`src/rtl/control_unit.sv`:
```
// Multi-cycle control unit: byte-wide 16-bit instruction fetch, single-cycle execute,
// one extra handshake for LOAD/STR, and an absorbing HALT on an undefined opcode.
`ifndef WORD_SIZE
`define WORD_SIZE 8
`endif

module control_unit #(
    parameter int WORD_SIZE = `WORD_SIZE
) (
    input  logic                 clk,
    input  logic                 rst,
    output logic [7:0]           mem_addr,
    output logic                 mem_rd,
    output logic                 mem_wr,
    output logic [WORD_SIZE-1:0] mem_wdata,
    input  logic [WORD_SIZE-1:0] mem_rdata,
    input  logic                 mem_ack,
    output logic [2:0]           rf_rx_sel,
    output logic [2:0]           rf_ry_sel,
    input  logic [WORD_SIZE-1:0] rf_rx_data,
    input  logic [WORD_SIZE-1:0] rf_ry_data,
    output logic                 rf_wr_en,
    output logic [2:0]           rf_wr_sel,
    output logic [WORD_SIZE-1:0] rf_wr_data,
    output logic [4:0]           alu_opcode,
    output logic [WORD_SIZE-1:0] alu_a,
    output logic [WORD_SIZE-1:0] alu_b,
    input  logic [WORD_SIZE-1:0] alu_out,
    output logic [7:0]           pc,
    output logic [2:0]           flags,
    output logic                 halted
);
    localparam logic [4:0] OP_ADD = 5'b00001, OP_ADC = 5'b00010, OP_SUB = 5'b00011,
                           OP_AND = 5'b00100, OP_OR  = 5'b00101, OP_XOR = 5'b00110,
                           OP_CMP = 5'b00111, OP_MOV = 5'b01000, OP_STR = 5'b10000,
                           OP_LOAD = 5'b10001, OP_JMP = 5'b10100, OP_JC = 5'b10101,
                           OP_JZ  = 5'b10110, OP_JN  = 5'b10111, OP_INC = 5'b11000,
                           OP_DEC = 5'b11001, OP_SHR = 5'b11010, OP_SHL = 5'b11011,
                           OP_SET = 5'b11111;

    typedef enum logic [2:0] {FETCH_HI, FETCH_LO, EXEC, MEM, HALT} state_t;

    state_t                 state;
    logic [15:0]            ir;
    logic [4:0]             op;
    logic [7:0]             m;
    logic [7:0]             pc_next;
    logic                   is_alu;
    logic                   valid;
    logic                   carry;
    logic                   cin;
    logic                   add_c;
    logic                   taken;
    logic [WORD_SIZE-1:0]   res;
    logic [2:0]             new_flags;

    assign op         = ir[15:11];
    assign m          = ir[7:0];
    assign rf_rx_sel  = ir[10:8];
    assign rf_ry_sel  = ir[7:5];
    assign rf_wr_sel  = ir[10:8];
    assign alu_opcode = op;
    assign alu_a      = rf_rx_data;
    assign alu_b      = (op == OP_SHR || op == OP_SHL) ? WORD_SIZE'(1) : rf_ry_data;

    // Carry is derived locally since the ALU only returns a result word.
    assign cin   = (op == OP_ADC) && flags[2];
    assign add_c = ({1'b0, rf_rx_data} + {1'b0, rf_ry_data} + (WORD_SIZE+1)'(cin))
                   > (WORD_SIZE+1)'({WORD_SIZE{1'b1}});

    always_comb begin
        is_alu = 1'b0;
        valid  = 1'b1;
        carry  = 1'b0;
        res    = alu_out;
        case (op)
            OP_ADD, OP_ADC: begin
                is_alu = 1'b1;
                carry  = add_c;
            end
            OP_SUB: begin
                is_alu = 1'b1;
                carry  = rf_rx_data < rf_ry_data;
            end
            OP_CMP: begin
                is_alu = 1'b1;
                carry  = rf_rx_data < rf_ry_data;
                res    = rf_rx_data - rf_ry_data;
            end
            OP_AND, OP_OR, OP_XOR, OP_INC, OP_DEC: is_alu = 1'b1;
            OP_SHR: begin
                is_alu = 1'b1;
                carry  = rf_rx_data[0];
            end
            OP_SHL: begin
                is_alu = 1'b1;
                carry  = rf_rx_data[WORD_SIZE-1];
            end
            OP_MOV, OP_STR, OP_LOAD, OP_JMP, OP_JC, OP_JZ, OP_JN, OP_SET: ;
            default: valid = 1'b0;
        endcase
        if (op == OP_ADC)
            res = alu_out + WORD_SIZE'(flags[2]);
    end

    assign new_flags = {carry, res == '0, res[WORD_SIZE-1]};

    always_comb begin
        case (op)
            OP_JMP:  taken = 1'b1;
            OP_JC:   taken = flags[2];
            OP_JZ:   taken = flags[1];
            OP_JN:   taken = flags[0];
            default: taken = 1'b0;
        endcase
    end

    assign pc_next = taken ? m : pc + 8'd2;

    // Register write is decoded from state so ALU results and LOAD data land in the same cycle.
    assign rf_wr_en = !rst &&
        ((state == EXEC && valid && ((is_alu && op != OP_CMP) || op == OP_MOV || op == OP_SET)) ||
         (state == MEM && op == OP_LOAD && mem_ack));

    always_comb begin
        if (state == MEM)        rf_wr_data = mem_rdata;
        else if (op == OP_MOV)   rf_wr_data = rf_ry_data;
        else if (op == OP_SET)   rf_wr_data = WORD_SIZE'(m);
        else                     rf_wr_data = res;
    end

    always_ff @(posedge clk) begin
        if (rst) begin
            state     <= FETCH_HI;
            pc        <= 8'd0;
            ir        <= 16'd0;
            flags     <= 3'd0;
            mem_rd    <= 1'b0;
            mem_wr    <= 1'b0;
            mem_addr  <= 8'd0;
            mem_wdata <= '0;
            halted    <= 1'b0;
        end else begin
            case (state)
                FETCH_HI: begin
                    // Only after reset is mem_rd low here; all other entries pre-arm the fetch.
                    if (!mem_rd) begin
                        mem_rd   <= 1'b1;
                        mem_addr <= pc;
                    end else if (mem_ack) begin
                        ir[15:8] <= mem_rdata[7:0];
                        mem_addr <= pc + 8'd1;
                        state    <= FETCH_LO;
                    end
                end
                FETCH_LO: begin
                    if (mem_ack) begin
                        ir[7:0] <= mem_rdata[7:0];
                        mem_rd  <= 1'b0;
                        state   <= EXEC;
                    end
                end
                EXEC: begin
                    if (!valid) begin
                        halted <= 1'b1;
                        state  <= HALT;
                    end else if (op == OP_LOAD) begin
                        mem_rd   <= 1'b1;
                        mem_addr <= m;
                        state    <= MEM;
                    end else if (op == OP_STR) begin
                        mem_wr    <= 1'b1;
                        mem_addr  <= m;
                        mem_wdata <= rf_rx_data;
                        state     <= MEM;
                    end else begin
                        if (is_alu)
                            flags <= new_flags;
                        pc       <= pc_next;
                        mem_rd   <= 1'b1;
                        mem_addr <= pc_next;
                        state    <= FETCH_HI;
                    end
                end
                MEM: begin
                    if (mem_ack) begin
                        mem_wr   <= 1'b0;
                        mem_rd   <= 1'b1;
                        mem_addr <= pc + 8'd2;
                        pc       <= pc + 8'd2;
                        state    <= FETCH_HI;
                    end
                end
                default: ;
            endcase
        end
    end
endmodule

```
`config.mk`:
```
export PLATFORM = sky130hd
export DESIGN_NAME = control_unit
export DESIGN_NICKNAME = d
export VERILOG_FILES = /design/src/rtl/control_unit.sv
export SDC_FILE = /design/constraint.sdc
export NUM_CORES = 1
export LEC_CHECK = 0
export CORE_ASPECT_RATIO = 0.7
export CORE_MARGIN = 5
export CORE_UTILIZATION = 50
export CTS_CLUSTER_SIZE = 10
export DETAILED_ROUTE_END_ITERATION = 10
export PLACE_DENSITY_LB_ADDON = 0.2
export SLEW_MARGIN = 30
export SYNTH_ARGS = -nofsm -noshare
export SYNTH_HDL_FRONTEND = slang
export SYNTH_SLANG_ARGS = --single-unit
```
`constraint.sdc`:
```
create_clock -name clk -period 3.9 [get_ports clk]
set_input_delay 0.78 -clock clk [delete_from_list [all_inputs] [get_ports clk]]
set_output_delay 0.78 -clock clk [all_outputs]
set_load 0.02 [all_outputs]
```
# Yosys cells after proc, flatten, opt, wreduce, memory -nomap -nowiden
# Cells that the tools add are included.
[word_totals] ff_bits=49 ramBits=0 output_inout_bits=69 romBits=0 word_cells=125 memories=0 latch_bits=0
[classes] n_mux=40 addsub=6 div=0 n_lt_le_gt_ge=2 shift=0 mul=0 bitwise_logic=3 eq_ne=33 reduce_logical=31
[op_table] cell="$mux 8" count=16
[op_table] cell="$eq 5x5->1 const B" count=11
[op_table] cell="$reduce_and 5->1" count=5
[op_table] cell="$pmux 8 s3" count=1
[op_table] cell="$eq 5x3->1 const B" count=4
[op_table] cell="$reduce_or 19->1" count=1
[op_table] cell="$pmux 8 s2" count=1
[op_table] cell="$mux 3" count=5
[op_table] cell="$ne 2x2->1 const B" count=7
[op_table] cell="$pmux 1 s4" count=3
[op_table] cell="$pmux 3 s4" count=1
[op_table] cell="$reduce_or 11->1" count=1
[op_table] cell="$eq 5x2->1 const B" count=2
[op_table] cell="$mux 1" count=10
[op_table] cell="$add 8x8->9" count=1
[op_table] cell="$add 9x1->9" count=1
[op_table] cell="$gt 9x8->1 const B" count=1
[op_table] cell="$add 8x1->8" count=1
[op_table] cell="$add 8x1->8 const B" count=1
[op_table] cell="$add 8x2->8 const B" count=1
[op_table] cell="$logic_not 8->1" count=1
[op_table] cell="$lt 8x8->1" count=1
[op_table] cell="$reduce_and 4->1" count=2
[op_table] cell="$sub 8x8->8" count=1
[op_table] cell="other kinds (20)" count=36

# Depth between registers and ports, before layout
# Gate-level depths: netlist of run 1.
[logic_depth] depth_word=9 mapped_depth=14

# Least setup slack after synthesis of run 1
# Ideal clock, no wire load.
[synth_path] kind="input to output" startpoint="input rf_rx_data[0]" endpoint="output rf_wr_data[6]" t_arrival_ps=2752 slack_ps=368 path_buffers=0 t_required_ps=3120 stages=11 cell_sequence="inv_1 > ha_1 > inv_1 > fa_1 > a211oi_1 > nor3b_1 > o22ai_1 > xor2_1 > o21ai_0 > mux2i_1 > o22ai_1"
[synth_between] elab_chain_cells=6
[synth_rtl] element="start: declaration" line="20" rtl="input logic [WORD_SIZE-1:0] rf_rx_data,"
[synth_rtl] element="$sub 8x8->8" line="88" rtl="res = rf_rx_data - rf_ry_data;"
[synth_rtl] element="$mux 8" line="76" rtl="case (op)"
[synth_rtl] element="$mux 8" line="102" rtl="if (op == OP_ADC)"
[synth_rtl] element="$mux 8" line="128" rtl="else if (op == OP_SET) rf_wr_data = WORD_SIZE'(m);"
[synth_rtl] element="$mux 8" line="127" rtl="else if (op == OP_MOV) rf_wr_data = rf_ry_data;"
[synth_rtl] element="$mux 8" line="126" rtl="if (state == MEM) rf_wr_data = mem_rdata;"
[synth_rtl] element="end: declaration" line="24" rtl="output logic [WORD_SIZE-1:0] rf_wr_data,"
# No other way between the ends.

# Worst setup path in the final report of run 1
[layout_path] startpoint="input rf_ry_data[1]" endpoint="output rf_wr_data[4]"
[layout_between] elab_chain_cells=6
[layout_rtl] element="start: declaration" line="21" rtl="input logic [WORD_SIZE-1:0] rf_ry_data,"
[layout_rtl] element="$sub 8x8->8" line="88"
[layout_rtl] element="$mux 8" line="76"
[layout_rtl] element="$mux 8" line="102"
[layout_rtl] element="$mux 8" line="128"
[layout_rtl] element="$mux 8" line="127"
[layout_rtl] element="$mux 8" line="126"
# No other way between the ends.

==> metrics.yaml, run 1 <==
run_status: "completed"
synth_edf_count: 0
most_frequent_cells_in_the_layout: "clkdlybuf4s50_1, buf_4, nor2_1"
clk_transition_reported_paths_ps: 70
route.antenna.remaining_nets: 0
cts_tree: "built"
std_cell_rows: 27
gpl_congestion: 0.919
setup_total_negative_slack_ps: 0
cts.sink_count: 49
grt_antenna_before_repair: 0
syn-instance-count: 539
timing.final.hold_violations: 0
synth-warning-count: 0
p_sw_share_pct: 33.2
multiInputGateArea_um2: 2740
clkPwrFrac_pct: 30.0
clk_latency_worst_skew_pair_ps: 290
endpoints_failing_setup: 0
fin_crit_sh_pct: 97.9
remaining_drc_errors: 0
wire_length_of_the_first_global_routing_pass_um: 23200
synth.lib_cells_used.distinct: 66
worstPathCellList: "clkdlybuf4s50_1 -> inv_2 -> fa_2 -> a211oi_4 -> nor3b_2 -> buf_4 -> o31ai_4 -> nand3_1 -> a31oi_1 -> buf_4"
rsz0062_at_grt: "no"
numCtsBuffers: 5
synth_top_cell_by_area: "dfxtp_1"
die_area_um2: 9980
netlist_top_cells_area: "dfxtp_1, mux2i_1, ha_1, nor2_1, a21oi_1"
final_max_slew_viol_count: 0
estimated_wirelength_of_the_detail_placed_design_um: 11300
fp.dieW_um: 117
synth.cell_area_um2: 4030
cp_common_cell: "buf_4"
grtUsageTotal_pct: 29.5
required_ps: 3120
max-cap-violations: 0
synthArstFlopShare_pct: 0
count_of_placed_standard_cells_including_taps: 742
cp_data_arrival_time_ps: 3040
synthesis.nets: 595
critical_path.top_delay_family: "buffers and inverters"
comb_power_share_pct: 34.2
critical_path_buf_inv_count: 4
globalRouteOverflowTotal: 0
final_period_minus_worst_setup_slack_ps: 3820
stdcell_count: 753
post_route_cells_drive_above_1_share_pct: 15.8
routed_wirelength_um: 14300
worst_slew_margin_rel_pct: 47.4
final_antenna_diode_count: 0
postSynthAreaPerCell_um2: 7.47
via_count_of_the_first_global_routing_pass: 4209
part_of_the_yosys_area_used_for_sequential_elements_pct: 24.3
critical-path-max-stage-delay_ps: 490
hold_ws_ps: 455
io-pin-count: 104
initial_utilization_pct: 51.2
netSwitchingPower_uw: 516
seq_area_um2: 981
maximum_clock_frequency_ghz: 0.262
detailedRoute.firstPassIterationCount: 5
layout_commonest_cell: "clkdlybuf4s50_1"
grt_max_degree: 52
worst_ir_drop_vdd_v: 0.000242
worst_path_fanout_max: 4
tightest_slew_ps: 782
fp.coreArea_um2: 7870
synth_flop_cell: "dfxtp_1"
place.port_buffers: 103
routed-via-count: 4507
internal_power_mw: 1.04
critical_path.slowest_cell: "clkdlybuf4s50_1"
worst-setup-path-type: "primary input to primary output"
worstHoldPathType: "flip-flop to flip-flop"
netlist.area_leader.share_pct: 24.3
layout.core_utilization_pct: 70.1
seq_power_share_pct: 35.8
finalClockSkew_ps: 4.39
ctsLongestPathBuffers: 2
ctsHtreeMaxLevel: 2
finish.net_count: 707
postSynthRegisterBits: 49
drt_first_iter_violations: 500
fp.dieH_um: 85.1
power-per-cell-area_nw_per_um2: 281
root_buffer: "clkbuf_16"
fillers: 700
kind_of_start_point_of_the_critical_path: "primary input"
drt-vias-per-instance: 5.99
cp-end-kind: "primary output"
final_routed_wire_length_divided_by_cell_count_um: 19.0
cellLeakagePower_nw: 2.22
layout-area-overhead-vs-synth_pct: 37.0
metrics by stage:
| stage | instance area [um2] | power, mW | worst slack [ps] |
|---|---|---|---|
| global placement | 5260 | 1.07 | -653 |
| finish | 5520 | 1.55 | 81.8 |
| CTS | 5470 | 1.54 | 7.46 |
| global route | 5520 | 1.63 | 24.4 |
| floorplan | 4030 | 0.856 | 368 |
| detailed placement | 5260 | 1.07 | -730 |
per-layer routing:
metal / wire length [um] / vias up / GRT usage (%) / share of wire, %
met4: 91 / 0 / 4.48 / 0.64
li1: - / 2130 / - / -
met5: 0 / - / 0 / 0
met1: 7150 / 2144 / 47.4 / 50
met2: 5660 / 222 / 39.2 / 40
met3: 1420 / 11 / 7.63 / 9.9
synth_stat cells (4+ instances only):
master / n
o22ai_1: 5
buf_4: 23
and3_1: 4
o21ai_1: 8
nor2_1: 60
xor2_1: 6
nand2_1: 56
nor4_1: 5
nor3_1: 15
nand2b_1: 8
a31oi_1: 14
nor3b_1: 4
buf_2: 9
o21ai_0: 22
xnor2_1: 5
or3_1: 4
inv_1: 18
nand3_1: 26
a21oi_1: 43
a22oi_1: 4
mux2i_1: 32
o221ai_1: 4
clkbuf_1: 17
a211oi_1: 5
dfxtp_1: 49
nor2b_1: 9
or2_2: 4
ha_1: 18
nand4_1: 4
a21o_1: 4
registers in the layout, indices dropped and copies added (netlist names):
signal / cells
state: 3
mem_wdata: 8
ir: 16
halted: 1
flags: 3
pc: 8
mem_rd: 1
mem_wr: 1
mem_addr: 8
kinds of logic after synthesis:
family / share of synthesized area, %
AO/OA/AOI/OAI: 22.5
buffers and inverters: 9.78
AND/OR/NAND/NOR: 25.4
adder cells (fa/ha/maj): 7.33
multiplexers: 8.23
flip-flops: 24.3
XOR/XNOR: 2.39
power by group through the flow:
stage | sequential, mW | clock, mW | combinational [mW]
2_1_floorplan | 0.558 | 0 | 0.298
3_3_place_gp | 0.565 | 0 | 0.501
3_5_place_dp | 0.566 | 0 | 0.504
4_1_cts | 0.555 | 0.471 | 0.515
5_1_grt | 0.560 | 0.500 | 0.571
6_report | 0.556 | 0.466 | 0.531
path summary, 6_finish.rpt:
kind,from,slack (ps),cells after the start,endpoint
max,rf_ry_data[1],80,10,rf_wr_data[4]
min,mem_addr[7],450,2,mem_addr[7]
max reg2reg,ir[15],430,12,flags[2]
min reg2reg,mem_addr[7],450,2,mem_addr[7]
worst register-to-register path, stage by stage, from the launching register on:
cell,delay (ps)
dfxtp_1,490
or3_4,430
nor2_2,220
nand2_1,110
fa_1,420
fa_1,380
o21bai_1,120
a21oi_1,90
o21a_1,170
nor3_1,440
o221a_2,300
a211o_1,100
a32o_1,150
area by class of cell:
type | count | share of cell area, %
Multi-Input combinational cell | 417 | 49.7
Timing Repair Buffer | 159 | 26.1
Sequential cell | 49 | 17.8
Clock buffer | 7 | 2.77
Tap cell | 101 | 2.29
Inverter | 19 | 1.29
Clock inverter | 1 | 0.0907
repair_timing:
action                                  CTS  global route
endpoints found under the hold margin     0             0
buffers inserted                          2             1
resized for setup                        40            15
pin swaps                                 6             6
hold buffers                              0             0
endpoints found under the setup margin    8             7
Power figures use the tool's default switching activity.
==> run 2, diff against run 1 <==
PLACE_DENSITY = 0.82   (was unset)
PLACE_DENSITY_LB_ADDON = unset   (was 0.2)
SETUP_SLACK_MARGIN = 0.4   (was unset)
==> metrics.yaml, run 2 (same netlist as run 1, synthesis figures left out) <==
cp_common_cell: "o22ai_2"
estimated_wirelength_of_the_detail_placed_design_um: 11700
wire_length_of_the_first_global_routing_pass_um: 25100
clkPwrFrac_pct: 30.7
layout.core_utilization_pct: 75.0
globalRouteOverflowTotal: 0
seq_power_share_pct: 33.1
worst_path_fanout_max: 2
timing.final.hold_violations: 0
routed_wirelength_um: 16400
p_sw_share_pct: 33.0
required_ps: 3120
finalClockSkew_ps: 6.48
critical-path-max-stage-delay_ps: 370
kind_of_start_point_of_the_critical_path: "primary input"
rsz0062_at_grt: "yes"
stdcell_count: 778
cts.sink_count: 49
die_area_um2: 9980
routed-via-count: 4850
ctsHtreeMaxLevel: 2
finish.net_count: 732
remaining_drc_errors: 0
worst_hold_path.num_cells: 2
fp.dieH_um: 85.1
grtUsageTotal_pct: 32.0
ctsLongestPathBuffers: 2
layout-area-overhead-vs-synth_pct: 46.5
cp-end-kind: "primary output"
final_antenna_diode_count: 0
worst_slew_margin_rel_pct: 55.8
clk_transition_reported_paths_ps: 70
place.port_buffers: 103
layout_commonest_cell: "buf_4"
max-cap-violations: 0
final_routed_wire_length_divided_by_cell_count_um: 21.1
most_frequent_cells_in_the_layout: "buf_4, clkdlybuf4s50_1, nor2_1"
grt_max_degree: 52
startpoint: "rf_rx_data[0]"
drt_first_iter_violations: 524
initial_utilization_pct: 51.2
comb_power_share_pct: 36.1
netSwitchingPower_uw: 553
worstPathCellList: "buf_8 -> inv_4 -> ha_4 -> inv_2 -> fa_2 -> a211oi_4 -> nor3b_4 -> o22ai_2 -> xor2_1 -> o21ai_1 -> mux2i_1 -> o22ai_2 -> buf_6"
numCtsBuffers: 5
clk_latency_worst_skew_pair_ps: 290
root_buffer: "clkbuf_16"
cts_tree: "built"
fp.dieW_um: 117
critical_path.endpoint: "rf_wr_data[6]"
via_count_of_the_first_global_routing_pass: 4691
p_total_mw: 1.68
maximum_clock_frequency_ghz: 0.278
cp_data_arrival_time_ps: 2810
fp.coreArea_um2: 7870
max_ffs_per_register: 16
regToRegEndpoint: "flags[2]"
run_status: "completed"
worstReg2RegStart: "ir[15]"
io-pin-count: 104
std_cell_rows: 27
route.antenna.remaining_nets: 0
worst_ir_drop_vdd_v: 0.000237
gpl_congestion: 1.02
worst-setup-path-type: "primary input to primary output"
drt-vias-per-instance: 6.23
setup_total_negative_slack_ps: 0
critical_path.slowest_cell: "fa_2"
worstHoldPathType: "flip-flop to flip-flop"
post_route_cells_drive_above_1_share_pct: 24.2
detailedRoute.firstPassIterationCount: 5
ff2ff_setup_slack_ps: 400
final_max_slew_viol_count: 0
internal_power_mw: 1.12
worst_case_reg_to_reg_path_depth: 12
fin_crit_sh_pct: 92.1
final_period_minus_worst_setup_slack_ps: 3590
tightest_slew_ps: 663
endpoints_failing_setup: 0
count_of_placed_standard_cells_including_taps: 745
grt_antenna_before_repair: 0
power-per-cell-area_nw_per_um2: 284
largest-register: "ir"
cellLeakagePower_nw: 2.43
==> run 2: how the worst min path moves through the flow <==
stage,start,endpoint
2_1_floorplan,ir[1],ir[1]
3_3_place_gp,mem_addr[7],mem_addr[7]
3_5_place_dp,mem_addr[7],mem_addr[7]
4_1_cts,mem_addr[7],mem_addr[7]
5_1_grt,mem_wdata[0],mem_wdata[0]
6_report,mem_addr[7],mem_addr[7]
==> run 2: power by group through the flow <==
stage / Combinational [mW] / Sequential (mW) / Clock [mW]
2_1_floorplan: 0.299 / 0.558 / 0
3_5_place_dp: 0.509 / 0.566 / 0
4_1_cts: 0.557 / 0.555 / 0.510
5_1_grt: 0.642 / 0.559 / 0.536
6_report: 0.606 / 0.556 / 0.515
3_3_place_gp: 0.501 / 0.564 / 0
==> run 2: layout make-up <==
| type | instances | area [um2] |
|---|---|---|
| tap | 101 | 126 |
| fill | 579 | 1970 |
| sequential | 49 | 982 |
| inverter | 19 | 73.8 |
| clock buffer | 7 | 143 |
| timing repair buffer | 184 | 1630 |
| clock inverter | 1 | 30.0 |
| multi-input combinational | 417 | 2910 |
==> run 2: critical path: cells and delay by family <==
family          cells  cell delay [ps]
compound gates      4              710
fa+ha+maj           2              500
buf+inv             4              320
xor+xnor            1              220
mux                 1              180
simple gates        1               90
==> run 2: through the flow <==
step	setup slack (ps)	hold WS [ps]	area (um2)
floorplan	468	483	4040
global placement	-592	444	5290
detailed placement	-712	449	5290
CTS	391	457	5740
global route	176	491	5900
finish	306	455	5900
==> run 2: timing repair <==
item	in CTS	in global routing
hold buffers	0	0
setup buffers	22	3
pin swaps	16	22
resized for setup	83	44
endpoints found under the setup margin	8	11
==> run 2: layer usage <==
metal | vias up | global-route usage [%] | routed length [um]
li1 | 2177 | - | -
met1 | 2307 | 46.5 | 7240
met2 | 314 | 45.5 | 6860
met3 | 52 | 9.19 | 1810
met4 | 0 | 9.90 | 479
met5 | - | 0 | 0
